<file path="config.mk">
export PLATFORM = sky130hd
export DESIGN_NAME = fifo_drain_flat
export DESIGN_NICKNAME = d
export VERILOG_FILES = /design/src/rtl/fifo_drain_if.sv /design/src/rtl/fifo_drain.sv /design/src/flat_wrapper.sv
export SDC_FILE = /design/constraint.sdc
export NUM_CORES = 1
export LEC_CHECK = 0
export ABC_AREA = 1
export ABC_CLOCK_PERIOD_IN_PS = 3520
export BUFFER_PORTS_ARGS = -buffer_cell sky130_fd_sc_hd__buf_2
export CAP_MARGIN = 20
export CORE_MARGIN = 1.5
export CORE_UTILIZATION = 30
export CTS_CLUSTER_DIAMETER = 100
export DETAILED_ROUTE_END_ITERATION = 7
export GPL_TIMING_DRIVEN = 0
export SYNTH_ARGS = -nofsm -noshare
export SYNTH_HDL_FRONTEND = slang
export SYNTH_SLANG_ARGS = --single-unit
</file>
<file path="constraint.sdc">
create_clock -name clk -period 3.52 [get_ports clk]
set_input_delay 0.176 -clock clk [delete_from_list [all_inputs] [get_ports clk]]
set_output_delay 0.176 -clock clk [all_outputs]
set_load 0.01 [all_outputs]
</file>
<file path="src/rtl/fifo_drain_if.sv">
`default_nettype none
// ============================================================================
//  Module   : fifo_drain_if
//  Brief    : FIFO read-port and packed word stream bundle for fifo_drain.
//  Revision : 1.0  initial release
// ============================================================================
interface fifo_drain_if #(
  parameter int BYTES_PER_WORD = 4
);
  logic                          fifo_empty;
  logic [7:0]                    fifo_rdata;
  logic                          fifo_ren;
  logic                          out_valid;
  logic                          out_ready;
  logic [8*BYTES_PER_WORD-1:0]   out_data;
  logic [BYTES_PER_WORD-1:0]     out_keep;

  // master = the drain engine, slave = the FIFO plus downstream sink
  modport master (
    input  fifo_empty, fifo_rdata, out_ready,
    output fifo_ren, out_valid, out_data, out_keep
  );
  modport slave (
    output fifo_empty, fifo_rdata, out_ready,
    input  fifo_ren, out_valid, out_data, out_keep
  );
endinterface
`default_nettype wire

</file>
<file path="src/rtl/fifo_drain.sv">
`default_nettype none
// ============================================================================
//  Module   : fifo_drain
//  Brief    : Pops bytes from a FIFO head and packs them little-endian into
//             words on a valid/ready stream with keep mask and flush.
//  Revision : 1.0  initial release
// ============================================================================
module fifo_drain #(
  parameter int BYTES_PER_WORD = 4,
  parameter int CNT_BITS       = 16
) (
  input  wire logic                clk,
  input  wire logic                rst_n,
  input  wire logic                flush,
  output logic [CNT_BITS-1:0]      word_count,
  fifo_drain_if.master             bus
);

  localparam int IDX_W = $clog2(BYTES_PER_WORD);
  localparam logic [IDX_W-1:0] c_last_idx = IDX_W'(BYTES_PER_WORD - 1);

  typedef enum logic [0:0] {
    FILL = 1'b0,
    HOLD = 1'b1
  } state_t;

  state_t                        r_state;
  logic [IDX_W-1:0]              r_idx;
  logic                          r_valid;
  logic [8*BYTES_PER_WORD-1:0]   r_data;
  logic [BYTES_PER_WORD-1:0]     r_keep;
  logic [CNT_BITS-1:0]           r_count;

  logic w_pop;
  logic w_to_hold;

  // rst_n gates the pop so the FIFO never sees a strobe while in reset
  assign w_pop     = (r_state == FILL) && rst_n && !bus.fifo_empty;
  assign w_to_hold = (w_pop && (r_idx == c_last_idx)) ||
                     (flush && ((r_idx != '0) || w_pop));

  assign bus.fifo_ren  = w_pop;
  assign bus.out_valid = r_valid;
  assign bus.out_data  = r_data;
  assign bus.out_keep  = r_keep;
  assign word_count    = r_count;

  always_ff @(posedge clk or negedge rst_n) begin
    if (!rst_n) begin
      r_state <= FILL;
      r_idx   <= '0;
      r_valid <= 1'b0;
      r_data  <= '0;
      r_keep  <= '0;
      r_count <= '0;
    end else begin
      case (r_state)
        FILL: begin
          if (w_pop) begin
            for (int k = 0; k < BYTES_PER_WORD; k++) begin
              if (r_idx == IDX_W'(k)) begin
                r_data[8*k +: 8] <= bus.fifo_rdata;
                r_keep[k]        <= 1'b1;
              end
            end
            r_idx <= r_idx + 1'b1;
          end
          if (w_to_hold) begin
            r_state <= HOLD;
            r_valid <= 1'b1;
          end
        end
        HOLD: begin
          // lanes clear on accept so a later flushed word reads 0 above its last byte
          if (bus.out_ready) begin
            r_state <= FILL;
            r_idx   <= '0;
            r_valid <= 1'b0;
            r_data  <= '0;
            r_keep  <= '0;
            r_count <= r_count + 1'b1;
          end
        end
        default: r_state <= FILL;
      endcase
    end
  end

endmodule
`default_nettype wire

</file>
<file path="src/flat_wrapper.sv">
// flat-port wrapper written by rule: the top's interface ports become plain ports
module fifo_drain_flat 
#(
  parameter int BYTES_PER_WORD = 4,
  parameter int CNT_BITS       = 16
)
  (clk, rst_n, flush, word_count, bus_fifo_empty, bus_fifo_rdata, bus_out_ready, bus_fifo_ren, bus_out_valid, bus_out_data, bus_out_keep);
  fifo_drain_if #(.BYTES_PER_WORD(BYTES_PER_WORD)) bus_i ();
  input  wire logic clk;
  input  wire logic rst_n;
  input  wire logic flush;
  output logic [CNT_BITS-1:0] word_count;
  input wire logic [$bits(bus_i.fifo_empty)-1:0] bus_fifo_empty;
  input wire logic [$bits(bus_i.fifo_rdata)-1:0] bus_fifo_rdata;
  input wire logic [$bits(bus_i.out_ready)-1:0] bus_out_ready;
  output wire logic [$bits(bus_i.fifo_ren)-1:0] bus_fifo_ren;
  output wire logic [$bits(bus_i.out_valid)-1:0] bus_out_valid;
  output wire logic [$bits(bus_i.out_data)-1:0] bus_out_data;
  output wire logic [$bits(bus_i.out_keep)-1:0] bus_out_keep;
  assign bus_i.fifo_empty = bus_fifo_empty;
  assign bus_i.fifo_rdata = bus_fifo_rdata;
  assign bus_i.out_ready = bus_out_ready;
  assign bus_fifo_ren = bus_i.fifo_ren;
  assign bus_out_valid = bus_i.out_valid;
  assign bus_out_data = bus_i.out_data;
  assign bus_out_keep = bus_i.out_keep;
  fifo_drain #(.BYTES_PER_WORD(BYTES_PER_WORD), .CNT_BITS(CNT_BITS)) u_core (.clk(clk), .rst_n(rst_n), .flush(flush), .word_count(word_count), .bus(bus_i));
endmodule
</file>
==> impl_metrics.yaml <==
cells_and_area:
  nNetsFinal: 351
  layout-drive-gt1-share: 0.287
  most-common-layout-cells: "buf_2, dfrtp_1, nand2_1"
  final_common_cell: "buf_2"
  fin_util: 0.387
  areaGrowthSynthToFinish_pct: 23.6
  insertedDiodeCount: 0
sta:
  timing.setup.tns_ns: 0
  rsz0062_at_grt: "no"
  max_freq_ghz: 0.521
  tightestPinTransition_ns: 0.538
  setup_ws_ns: 1.60
  hold_slack_ns: 0.103
  period_share: 0.545
  relSlewSlack: 0.641
  slew_viol_final: 0
  finalSetupViolations: 0
  finalCriticalPeriod_ns: 1.92
  final-hold-violation-count: 0
  fin_skew_ns: 0.0113
synth:
  ys_seq_area_frac: 0.573
  synth_nets: 276
  yosys_warnings: 0
  synth.avg_cell_area_um2: 9.48
  synthDistinctLibCells: 25
  synthesis.area_um2: 2440
  synth_seq_cells: 56
  synthCells: 258
  ys_top_cells_by_area: "dfrtp_1, nand2_1, nand3_1"
  synth_top_area_cell: "dfrtp_1"
  yosysTopAreaCellShare: 0.573
die:
  die-area_um2: 8700
  rows: 32
  initial_core_util: 0.313
  die_w_um: 93.3
  io_pins: 67
  die_h_um: 93.3
  core_region_area_um2: 7810
cts:
  clock-sinks: 56
  cts_resized: 0
  cts_buffer_depth: 2
  path_clk_slew_ns: 0.10
  cts_tree: "done"
  cts_root_buf: "clkbuf_8"
  clk_latency_ns: 0.31
  cts_inserted_buffers: 5
  htree_levels: 2
pwr:
  pwr-share-clk: 0.181
  irDropWorstVdd_mv: 0.259
  switchingPower_uw: 741
  swShare: 0.375
  power_leakage_uw: 0.00166
  p_int_uw: 1230
  pwr-share-comb: 0.332
  seqPwrFrac: 0.487
  power_density_nw_per_um2: 653
worst_setup_path:
  critPathMaxFanout: 22
  required_ns: 3.34
  path_common_cell: "buf_2"
  cp-end-kind: "output port"
  critical_path_class: "input pin to output port"
  slowest_stage: "dlygate4sd3_1"
  crit_chain: "dlygate4sd3_1, buf_2, inv_1, nor2_1, nand2_2, inv_4, buf_2"
  critPathMaxStageDelay_ns: 0.52
  cp-start-kind: "input pin"
  cp.arrival_ns: 1.74
global_route:
  grt_pass1_vias: 1999
  grt_pass1_wl_um: 9990
  antenna_found_initial: 0
  grtUsageTotal: 0.148
  overflow: 0
  grt_max_degree: 37
place:
  io_buffers: 66
  dp_hpwl_um: 4530
  place_congestion: 0.825
  place_ws_ns: 1.83
worst_hold_path:
  hp-class: "input pin to register"
routing:
  routed_wl_um: 6040
  first_iter_violations: 110
  wire_per_inst_um: 13.9
  first_pass_iters: 7
  postRouteAntennaNets: 0
  via_per_inst: 4.58
  drc_errors: 0
  vias: 1998
flow_run:
  drv_cap: 0
outcome:
  status: "finished clean"
## what timing repair did
| action | 4_1_cts | 5_1_grt |
|---|---|---|
| hold endpoints to repair | 20 | 0 |
| setup buffers | 0 | 0 |
| hold buffers | 1 | 0 |
## power groups by stage
stage,Combinational [µW],Clock [µW],Sequential (µW)
CTS,669,372,963
finish,655,358,961
global placement,644,0,974
floorplan,302,0,1030
detailed placement,666,0,975
global route,743,393,986
## worst max-delay path, delay by kind of cell
| kind | cells | cell delay (ns) |
|---|---|---|
| buffers and inverters | 5 | 1.33 |
| and+or+nand+nor | 2 | 0.23 |
## synth_stat cells
cell type  count
nand4_1        2
o21ai_0       12
nand2_2        3
nor2_2         3
nor2_1         9
nor3_1         2
nand2_1       51
nand2_4        3
nor2_4         2
clkbuf_1       3
nand3_2        1
buf_6          3
inv_4          1
nand3b_1       2
o21ai_1       24
dfrtp_1       56
xor2_1         7
inv_1         22
nand3_1       38
clkinv_1       1
ha_1           5
xnor2_1        2
buf_2          1
inv_2          4
buf_4          1
## flip-flops by register name, summed over array words and instances, names as in the netlist
register              cells
u_core.bus.out_valid      1
u_core.r_state            1
u_core.r_idx              2
u_core.word_count        16
u_core.bus.out_data      32
u_core.bus.out_keep       4
## cell families (layout without fill, tap and decap cells)
logic type / Yosys count / count (layout) / synth area share
flops: 56 / 56 / 0.573
buf+inv: 36 / 112 / 0.0676
xor+xnor: 9 / 9 / 0.0322
fa+ha+maj: 5 / 5 / 0.0256
simple gates: 116 / 116 / 0.228
compound gates: 36 / 36 / 0.0737
## cell type report
| type | count | area (µm²) |
|---|---|---|
| buffer | 8 | 57.6 |
| clock buffer | 6 | 72.6 |
| clock inverter | 2 | 16.3 |
| fill | 846 | 4790 |
| inverter | 28 | 108 |
| multi-input combinational | 166 | 878 |
| sequential | 56 | 1400 |
| tap | 102 | 128 |
| timing repair buffer | 68 | 360 |
## per-stage QoR
step / instance area [µm²] / total power, µW / std cells
3_3_place_gp: 2900 / 1620 / 426
4_1_cts: 3020 / 2000 / 436
5_1_grt: 3020 / 2120 / 436
3_5_place_dp: 2920 / 1640 / 427
6_report: 3020 / 1970 / 436
2_1_floorplan: 2440 / 1340 / 258
## routing by layer
metal,wire length (µm),GRT usage,share of wire
met1,2880,0.207,0.48
met2,2790,0.231,0.46
met3,290,0.0285,0.048
met4,80,0.0480,0.013
met5,0,0,0
## path summary, 6_finish.rpt
check | cells past startpoint | to | slack (ns) | startpoint
setup reg to reg | 4 | u_core.bus.out_data[0]$_DFFE_PN0P_ | 2.16 | u_core.r_state$_DFF_PN0_
min in group asynchronous | 2 | u_core.word_count[6]$_DFFE_PN0P_ | 0.38 | rst_n
hold reg to reg | 2 | u_core.bus.out_keep[3]$_DFFE_PN0P_ | 0.48 | u_core.bus.out_keep[3]$_DFFE_PN0P_
hold / removal | 2 | u_core.r_state$_DFF_PN0_ | 0.10 | bus_out_ready
max in group asynchronous | 3 | u_core.bus.out_keep[2]$_DFFE_PN0P_ | 2.55 | rst_n
setup / recovery | 7 | bus_fifo_ren | 1.60 | rst_n
Note: power is estimated with default switching activity, not from simulation.
